### src/rtl/bitmap_sprite_renderer.sv
// Single-sprite 1-bpp bitmap renderer.
// Holds a writable SPR_H x SPR_W bitmap and fetches one row per scanline during
// horizontal blank. Each bitmap bit is replicated into a 2^SCALE_LOG2 square of
// screen pixels. Sprite position updates are accepted through a valid/ready
// handshake and become active only at the frame boundary, so a frame never tears.
// Every output is registered one cycle after the sync inputs it belongs to.
// Optional feature macro: BITMAP_SPRITE_MIRROR_EN adds i_mirror, which selects a
// horizontal flip. The flip is latched with the position and applied at the frame
// boundary.
module bitmap_sprite_renderer #(
  parameter int unsigned H_VISIBLE  = 640,
  parameter int unsigned V_VISIBLE  = 480,
  parameter int unsigned V_TOTAL    = 525,
  parameter int unsigned SPR_W      = 16,
  parameter int unsigned SPR_H      = 16,
  parameter int unsigned SCALE_LOG2 = 1,
  parameter logic [23:0] FG_RGB     = 24'hFFFFFF,
  parameter logic [23:0] BG_RGB     = 24'h000000
) (
  input  logic                     i_clk,
  input  logic                     i_rst_n,
  input  logic [9:0]               i_hpos,
  input  logic [9:0]               i_vpos,
  input  logic                     i_visible,
  input  logic                     i_wr_en,
  input  logic [$clog2(SPR_H)-1:0] i_wr_row,
  input  logic [SPR_W-1:0]         i_wr_data,
  input  logic                     i_pos_valid,
  output logic                     o_pos_ready,
  input  logic [9:0]               i_pos_x,
  input  logic [9:0]               i_pos_y,
`ifdef BITMAP_SPRITE_MIRROR_EN
  input  logic                     i_mirror,
`endif
  output logic [9:0]               o_hpos,
  output logic [9:0]               o_vpos,
  output logic                     o_visible,
  output logic [7:0]               o_r,
  output logic [7:0]               o_g,
  output logic [7:0]               o_b
);

  localparam int unsigned ROW_W = $clog2(SPR_H);
  localparam int unsigned COL_W = (SPR_W > 1) ? $clog2(SPR_W) : 1;
  localparam int unsigned SUB_W = (SCALE_LOG2 > 0) ? SCALE_LOG2 : 1;

  localparam logic [SUB_W-1:0] SUB_MAX  = SUB_W'((1 << SCALE_LOG2) - 1);
  localparam logic [COL_W-1:0] COL_LAST = COL_W'(SPR_W - 1);
  localparam logic [10:0]      SPAN_V   = 11'(SPR_H << SCALE_LOG2);
  localparam logic [9:0]       H_VIS    = 10'(H_VISIBLE);
  localparam logic [9:0]       V_VIS    = 10'(V_VISIBLE);
  localparam logic [9:0]       V_LAST   = 10'(V_TOTAL - 1);

  typedef enum logic [1:0] {StIdle, StLoad, StArmed, StDraw} state_t;

  // Bitmap storage (intentionally not reset)
  logic [SPR_W-1:0] ram [SPR_H];

  // Position staging
  logic       pend_full;
  logic [9:0] pend_x, pend_y;
  logic [9:0] pos_x, pos_y;
  logic       mirror_on;

  // Line engine
  state_t           state;
  logic             hit;
  logic [SPR_W-1:0] shreg;
  logic [COL_W-1:0] col;
  logic [SUB_W-1:0] sub;

  // Combinational helpers
  logic             boundary;
  logic             handshake;
  logic [9:0]       next_line;
  logic [10:0]      rel;
  logic             load_hit;
  logic [ROW_W-1:0] load_row;
  logic             start;
  logic             draw_now;
  logic [COL_W-1:0] col_cur;
  logic [SUB_W-1:0] sub_cur;
  logic [COL_W-1:0] col_nx;
  logic [SUB_W-1:0] sub_nx;
  logic             last_px;
  logic [COL_W-1:0] bit_idx;
  logic             cur_bit;
  logic [23:0]      pix;

  assign boundary    = (i_hpos == '0) && (i_vpos == V_VIS);
  assign handshake   = i_pos_valid && !pend_full;
  assign o_pos_ready = !pend_full;

  // Bitmap row writes; a fetch in the same cycle sees the previous contents
  always_ff @(posedge i_clk) begin
    if (i_wr_en) begin
      ram[i_wr_row] <= i_wr_data;
    end
  end

`ifdef BITMAP_SPRITE_MIRROR_EN
  logic pend_mirror;
  logic act_mirror;

  // Position and mirror staging: latch on handshake, promote at frame boundary
  always_ff @(posedge i_clk or negedge i_rst_n) begin
    if (!i_rst_n) begin
      pend_full   <= 1'b0;
      pend_x      <= '0;
      pend_y      <= '0;
      pend_mirror <= 1'b0;
      pos_x       <= '0;
      pos_y       <= '0;
      act_mirror  <= 1'b0;
    end else begin
      if (handshake) begin
        pend_x      <= i_pos_x;
        pend_y      <= i_pos_y;
        pend_mirror <= i_mirror;
        pend_full   <= 1'b1;
      end
      // A handshake on the boundary cycle itself found pend_full low, so it
      // waits for the next boundary.
      if (boundary && pend_full) begin
        pos_x      <= pend_x;
        pos_y      <= pend_y;
        act_mirror <= pend_mirror;
        pend_full  <= 1'b0;
      end
    end
  end

  assign mirror_on = act_mirror;
`else
  // Position staging: latch on handshake, promote at frame boundary
  always_ff @(posedge i_clk or negedge i_rst_n) begin
    if (!i_rst_n) begin
      pend_full <= 1'b0;
      pend_x    <= '0;
      pend_y    <= '0;
      pos_x     <= '0;
      pos_y     <= '0;
    end else begin
      if (handshake) begin
        pend_x    <= i_pos_x;
        pend_y    <= i_pos_y;
        pend_full <= 1'b1;
      end
      // A handshake on the boundary cycle itself found pend_full low, so it
      // waits for the next boundary.
      if (boundary && pend_full) begin
        pos_x     <= pend_x;
        pos_y     <= pend_y;
        pend_full <= 1'b0;
      end
    end
  end

  assign mirror_on = 1'b0;
`endif

  // Row selection for the line that follows the current one
  always_comb begin
    next_line = (i_vpos == V_LAST) ? 10'd0 : i_vpos + 10'd1;
    rel       = {1'b0, next_line} - {1'b0, pos_y};
    load_hit  = !rel[10] && (rel < SPAN_V);
    load_row  = rel[SCALE_LOG2 +: ROW_W];
  end

  // Current pixel selection and counter advance
  always_comb begin
    start = (state == StArmed) && (i_hpos != H_VIS) && hit && i_visible &&
            (i_hpos == pos_x) && (pos_x < H_VIS);
    draw_now = i_visible && (start || ((state == StDraw) && (i_hpos != H_VIS)));

    // The start cycle emits column 0, subpixel 0.
    col_cur = (state == StDraw) ? col : '0;
    sub_cur = (state == StDraw) ? sub : '0;

    if (sub_cur == SUB_MAX) begin
      sub_nx = '0;
      col_nx = col_cur + 1'b1;
    end else begin
      sub_nx = sub_cur + 1'b1;
      col_nx = col_cur;
    end
    last_px = (col_cur == COL_LAST) && (sub_cur == SUB_MAX);

    // Column 0 is the row MSB unless mirrored
    bit_idx = mirror_on ? col_cur : (COL_LAST - col_cur);
    cur_bit = shreg[bit_idx];

    if (draw_now && cur_bit) begin
      pix = FG_RGB;
    end else if (i_visible) begin
      pix = BG_RGB;
    end else begin
      pix = 24'h000000;
    end
  end

  // Line FSM: fetch in horizontal blank, wait for pos_x, replicate bits
  always_ff @(posedge i_clk or negedge i_rst_n) begin
    if (!i_rst_n) begin
      state <= StIdle;
      hit   <= 1'b0;
      shreg <= '0;
      col   <= '0;
      sub   <= '0;
    end else begin
      unique case (state)
        StIdle: begin
          if (i_hpos == H_VIS) begin
            state <= StLoad;
          end
        end
        StLoad: begin
          hit <= load_hit;
          if (load_hit) begin
            shreg <= ram[load_row];
          end
          state <= StArmed;
        end
        StArmed: begin
          if (i_hpos == H_VIS) begin
            state <= StLoad;
          end else if (start) begin
            // Counters enter DRAW already pointing at the second screen pixel
            // because the start cycle outputs the first one.
            if (last_px) begin
              state <= StIdle;
            end else begin
              state <= StDraw;
              col   <= col_nx;
              sub   <= sub_nx;
            end
          end
        end
        StDraw: begin
          if (i_hpos == H_VIS) begin
            state <= StLoad;
          end else if (last_px) begin
            state <= StIdle;
          end else begin
            col <= col_nx;
            sub <= sub_nx;
          end
        end
        default: state <= StIdle;
      endcase
    end
  end

  // Registered outputs, one cycle behind the sync inputs
  always_ff @(posedge i_clk or negedge i_rst_n) begin
    if (!i_rst_n) begin
      o_hpos    <= '0;
      o_vpos    <= '0;
      o_visible <= 1'b0;
      o_r       <= '0;
      o_g       <= '0;
      o_b       <= '0;
    end else begin
      o_hpos    <= i_hpos;
      o_vpos    <= i_vpos;
      o_visible <= i_visible;
      o_r       <= pix[23:16];
      o_g       <= pix[15:8];
      o_b       <= pix[7:0];
    end
  end

endmodule

### config.mk
export PLATFORM = sky130hd
export DESIGN_NAME = bitmap_sprite_renderer
export DESIGN_NICKNAME = d
export VERILOG_FILES = /design/src/rtl/bitmap_sprite_renderer.sv
export SDC_FILE = /design/constraint.sdc
export NUM_CORES = 1
export LEC_CHECK = 0
export CAP_MARGIN = 20
export CORE_ASPECT_RATIO = 0.5
export CORE_MARGIN = 2
export CORE_UTILIZATION = 46
export CTS_CLUSTER_SIZE = 20
export DETAILED_ROUTE_END_ITERATION = 6
export GPL_TIMING_DRIVEN = 0
export PLACE_DENSITY = 0.64
export SETUP_SLACK_MARGIN = 0.05
export SLEW_MARGIN = 0
export SYNTH_ARGS = -nofsm -noshare
export SYNTH_HDL_FRONTEND = slang
export SYNTH_SLANG_ARGS = --single-unit
### constraint.sdc
create_clock -name i_clk -period 6.65 [get_ports i_clk]
set_input_delay 1.6625 -clock i_clk [delete_from_list [all_inputs] [get_ports i_clk]]
set_output_delay 1.6625 -clock i_clk [all_outputs]
set_load 0.005 [all_outputs]
After elaboration in Yosys (flattened, before gate mapping)
Memories as Yosys holds them, arrays and structs flattened. A register that Yosys moved wholly into a read port is not among the register bits.
Cells that the tools add are included.
W data, S select, Z words.
- register bits after elaboration: 94
- bits in writable memories: 256
- input port bits: 65
- output and inout port bits: 46
- logic and storage cells: 92
- memories kept: 1
- memory list (memory ; depth ; bits a word ; rd ports ; clocked after Yosys merged registers in ; wr ports ; line ; source):
    ram ; 16 ; 16 ; 1 ; 1 ; 1 ; 57 ; logic [SPR_W-1:0] ram [SPR_H];
- add/subtract/negate cells: 5
- order comparisons: 3
- equal/unequal tests: 15
- mux-type cells: 29
- reduce and logical (&&, ||, !) cells: 24
- operators with widths (kind ; count):
    $mux W24 ; 1
    $mux W4 ; 6
    $eq A10 B10 Y1 const B ; 2
    $logic_and A1 B1 Y1 ; 13
    $mux W2 ; 6
    $lt A11 B6 Y1 const B ; 1
    $mux W1 ; 11
    $sub A10 B10 Y11 ; 1
    $add A10 B1 Y10 const B ; 1
    $eq A10 B10 Y1 ; 1
    $eq A10 B9 Y1 const B ; 1
    $logic_not A10 Y1 ; 1
    $lt A10 B10 Y1 const B ; 1
    $mux W10 ; 1
    $ne A10 B10 Y1 const B ; 1
    $ne A2 B2 Y1 const B ; 4
    $pmux W2 S4 ; 1
    $pmux W4 S2 ; 1
    $ne A3 B2 Y1 const B ; 2
    $lt A4 B5 Y1 const B ; 1
    $add A4 B1 Y4 const B ; 1
    $bmux W1 S4 ; 1
    $eq A2 B2 Y1 const B ; 2
    $eq A4 B4 Y1 const B ; 1
    11 further kinds ; 14

Logic depth before layout (Yosys ltp)
- depth in word-level cells: 10
- gate-level depth with buffers: 16
- gate-level depth less buffers: 14

Least setup slack after synthesis
OpenSTA, ideal clock, no wires.
- kind: input port to flip-flop
- start: input port i_vpos[0]
- end: register shreg[14] (read register of ram)
- library setup time: 0.125 ns
- arrival time: 5.008 ns
- data required time: 6.525 ns
- slack: 1.517 ns
- stages: 13
- buffers on the path: 1
- cells stage by stage: inv_1 -> ha_1 -> nand4b_1 -> nor4_1 -> nor2_1 -> ha_1 -> or4_1 -> o22ai_1 -> mux2_1 -> or4_1 -> nor3_2 -> buf_6 -> mux2_2
- cells in the longest elaborated chain, start to end: 6
- elaborated cells between the ends (all ways): 8
- those cells by class: 2 x add/sub; 1 x order compare; 1 x eq/ne; 1 x mux; 3 x reduce/logical
- RTL lines (what ; line ; source):
    from (decl) ; 23 ; input logic [9:0] i_vpos,
    $add A10 B1 Y10 / $eq A10 B10 Y1 (equally long branches) ; 164 ; next_line = (i_vpos == V_LAST) ? 10'd0 : i_vpos + 10'd1;
    $mux W10 * ; 164 ;
    $sub A10 B10 Y11 * ; 165 ; rel = {1'b0, next_line} - {1'b0, pos_y};
    $lt A11 B6 Y1 / $logic_not A1 Y1 (equally long branches) ; 166 ; load_hit = !rel[10] && (rel < SPAN_V);
    $logic_and A1 B1 Y1 ; 166 ;
    $reduce_and A2 Y1 (no source line) ; n/a ;
    to (decl) ; 68 ; logic [SPR_W-1:0] shreg;
Every way passes the cells marked *; elsewhere a longest branch is shown, timed or not.
A chain may end at the register's enable or synchronous reset.

Worst setup path in the final report
- start: input port i_vpos[0]
- end: register shreg[15] (read register of ram)
The elaborated chain is that of the path after synthesis.

==> impl_results.md <==
* Outcome: finished clean
* Sequential-to-total area share from yosys stat at ~70%
* RePlAce Congestion at 0.8232
* Worst Slack Setup Final at around 650 ps
* Mean Syn Cell Area at 14.82 um2
* Crit-path max FO at 10
* Final setup fails at 0
* Comb pwr share at between 10% and 20%
* Clock-pin slew on the worst setup and hold paths at 70 ps
* Pre-CTS setup slack at -344.8 ps
* Routed len/inst at between 20 and 25 um
* Slew Viols, Final at 0
* Final core occ at 56.04%
* Core region area at ~0.03 mm2
* Synthesized area at approximately 0.014 mm2
* Initial core utilization at 46.72%
* Register area at roughly 0.0099 mm2
* Final antenna-violating net count at 0
* Synth Warn # at 0
* Tcrit/Tclk final at between 90% and 100%
* PortBufs at 110
* RSZ-0062 raised after global routing: false
* Sw Ratio at ~25%
* Startpoint types: primary input
* Setup crit start: i_vpos[0]
* Fillers at between 2000 and 2500
* EDFF count, synth at 256
* Iteration-0 DRC Markers at about 700
* Largest net degree at the start of global routing at 67
* Psw at 1.141 mW
* Clk buf depth at 3
* Hold/Removal Path Class: register to register
* Row cnt at 45
* Register-to-register setup slack at 2850 ps
* First-pass GRT wire length at 49220 um
* Die H at approximately 130 um
* Via count at 8340
* PwrDens at 271.3 mW/mm2
* Flop pwr share at between 50% and 60%
* Final hold violation count at 0
* Critical path capture point type: register
* Initial antenna violation count at 0
* Hpwl dp at around 22000 um
* Total track usage at 20.24%
* WP data arrival at between 6000 and 7000 ps
* Post-layout min period at 6001 ps
* Hold-fix buffers, CTS at 0
* Req. time, crit path at 7140 ps
* Leak at just over 6 nW
* Die W at 252.1 um
* Slew headroom at around a third
* Clock latency reported for the late side of the worst-skew pair at 590 ps
* Area leader, netlist: edfxtp_1
* Setup Skew at roughly 26 ps
* Yosys cell types at 58
* Fin nets at roughly 1200
* Total gr overflow at 0
* Detailed Route WL at between 30000 and 40000 um
* Total of max-cap violations at 0
* Top-area cell type share of the netlist area at 54.32%
* Multi-input gate area at ~0.0039 mm2
* Antenna cell count at 0
* H-tree lvl count at 1
* DIE AREA at 0.03227 mm2
* Syn_nets at between 1000 and 1500
* CTS tree: built
* Fraction of layout cells with a size suffix above 1 at approximately 16%
* Ys flop type: edfxtp_1
* CP Class: primary input to register
* Drt pass-1 iters at 5
* Clock power share at between 30 and 40%
* Via/cell ratio at ~5.4
* Vias in the first global route at between 8000 and 9000
* Synth Instances at 955
* CTS Buf Count at 30
* Highest Clock Rate at 166.7 MHz
* Slew @ Worst Pin at between 1000 and 1500 ps
* Root Buffer: clkbuf_16
* Detailed-route DRC error count at 0
* VDD IR max at roughly 0.00017 V
* Most frequent cells in the layout: edfxtp_1 (256), nand2_1 (148), clkdlybuf4s50_1 (109), dfrtp_1 (87), nand3_1 (40)
* Fraction of registers with async set/reset at ~25%
* Reg2reg start: pos_y[0]
* Synth top area cells: edfxtp_1 (54%), dfrtp_1 (15%), mux4_2 (5.6%), nand2_1 (3.9%), mux2_2 (2.5%)
* Area Growth Syn to Fin at 19.95%
* Pint at 3.464 mW
* Hold path startpoint: pend_y[7]
* Clock Sinks at about 340
* Yosys reg bits at ~340
* Most common cell after layout, fill and taps aside: edfxtp_1
* I/O Pins at 111
-- synthesized netlist by cell type (22+ instances only) --
| cell type | number |
|---|---|
| edfxtp_1 | 256 |
| nand2_1 | 148 |
| dfrtp_1 | 87 |
| nand3_1 | 40 |
| inv_1 | 37 |
| mux2i_1 | 35 |
| mux4_2 | 35 |
| nor2_1 | 33 |
| clkbuf_1 | 32 |
| mux2_2 | 32 |
| a21oi_1 | 27 |
| buf_4 | 23 |
| o21ai_0 | 22 |
-- cell families after synthesis --
kind of cell / after synthesis / share of synthesized area [%]
fa+ha+maj: 13 / 1.202
xor+xnor: 23 / 1.423
flops: 343 / 69.70
compound gates: 104 / 4.960
mux: 103 / 10.67
buf+inv: 101 / 3.475
simple gates: 268 / 8.567
-- worst max-delay path, stage by stage --
cell             delay (ps)
clkdlybuf4s50_1         580
inv_1                   120
ha_1                    220
nand4b_1                220
nor4_2                  530
nor2_1                  120
ha_1                    400
nand2b_1                100
a21oi_1                 250
xor2_1                  590
buf_2                   420
clkbuf_1                460
nand2_1                  90
a21oi_1                 320
a41oi_1                 170
mux2i_1                 220
-- registers in the layout, indices dropped and copies added (netlist names) --
signal / cells
pos_x: 10
o_visible: 1
o_vpos: 10
pend_y: 10
col: 4
state: 2
o_b: 1
shreg: 16
pos_y: 10
pend_x: 10
ram: 256
hit: 1
sub: 1
o_hpos: 10
pend_full: 1
-- layout make-up --
cell class | count | share of cell area [%]
flip-flops and latches | 343 | 58.11
multi-input cells | 511 | 22.69
repair buffers | 126 | 7.916
clock buffers | 40 | 4.901
well taps | 399 | 2.941
plain buffers | 64 | 2.093
inverters | 37 | 0.8181
clock inverters | 13 | 0.5307
-- power groups by stage --
stage               Combinational, mW  Sequential, mW  Clock, mW
floorplan                       0.307            2.43          0
global placement                0.538            2.43          0
detailed placement              0.557            2.43          0
CTS                             0.561            2.39       1.69
global route                    0.606            2.39       1.77
finish                          0.558            2.39       1.66
-- what timing repair did --
action,in CTS,in global routing
setup buffers,0,0
resized for setup,0,5
setup endpoints to repair,0,10
-- routing by layer --
metal,GRT usage [%],part of all wire [%],up-vias
met3,3.553,6.1,36
met4,3.968,1.5,0
met5,0,0,-
met2,34.31,48,265
li1,-,-,3860
met1,27.89,44,4179
-- per-stage QoR --
stage	instance area, um2	TNS, ps	hold slack [ps]	instances	total power [mW]
2_1_floorplan	14150	0	446.0	955	2.734
3_3_place_gp	15750	-1536	475.3	1464	2.969
3_5_place_dp	16050	-2595	479.7	1480	2.990
4_1_cts	16970	0	494.3	1533	4.639
5_1_grt	16980	0	516.1	1533	4.767
6_report	16980	0	484.1	1533	4.606
-- final timing paths --
kind,to,cells past startpoint
max,shreg[15],16
min,pos_y[7],2
max reg2reg,shreg[9],10
min reg2reg,pos_y[7],2
max in group asynchronous,pend_x[0],2
min in group asynchronous,o_vpos[3],1
No activity file was read; power rests on OpenSTA's default activity.
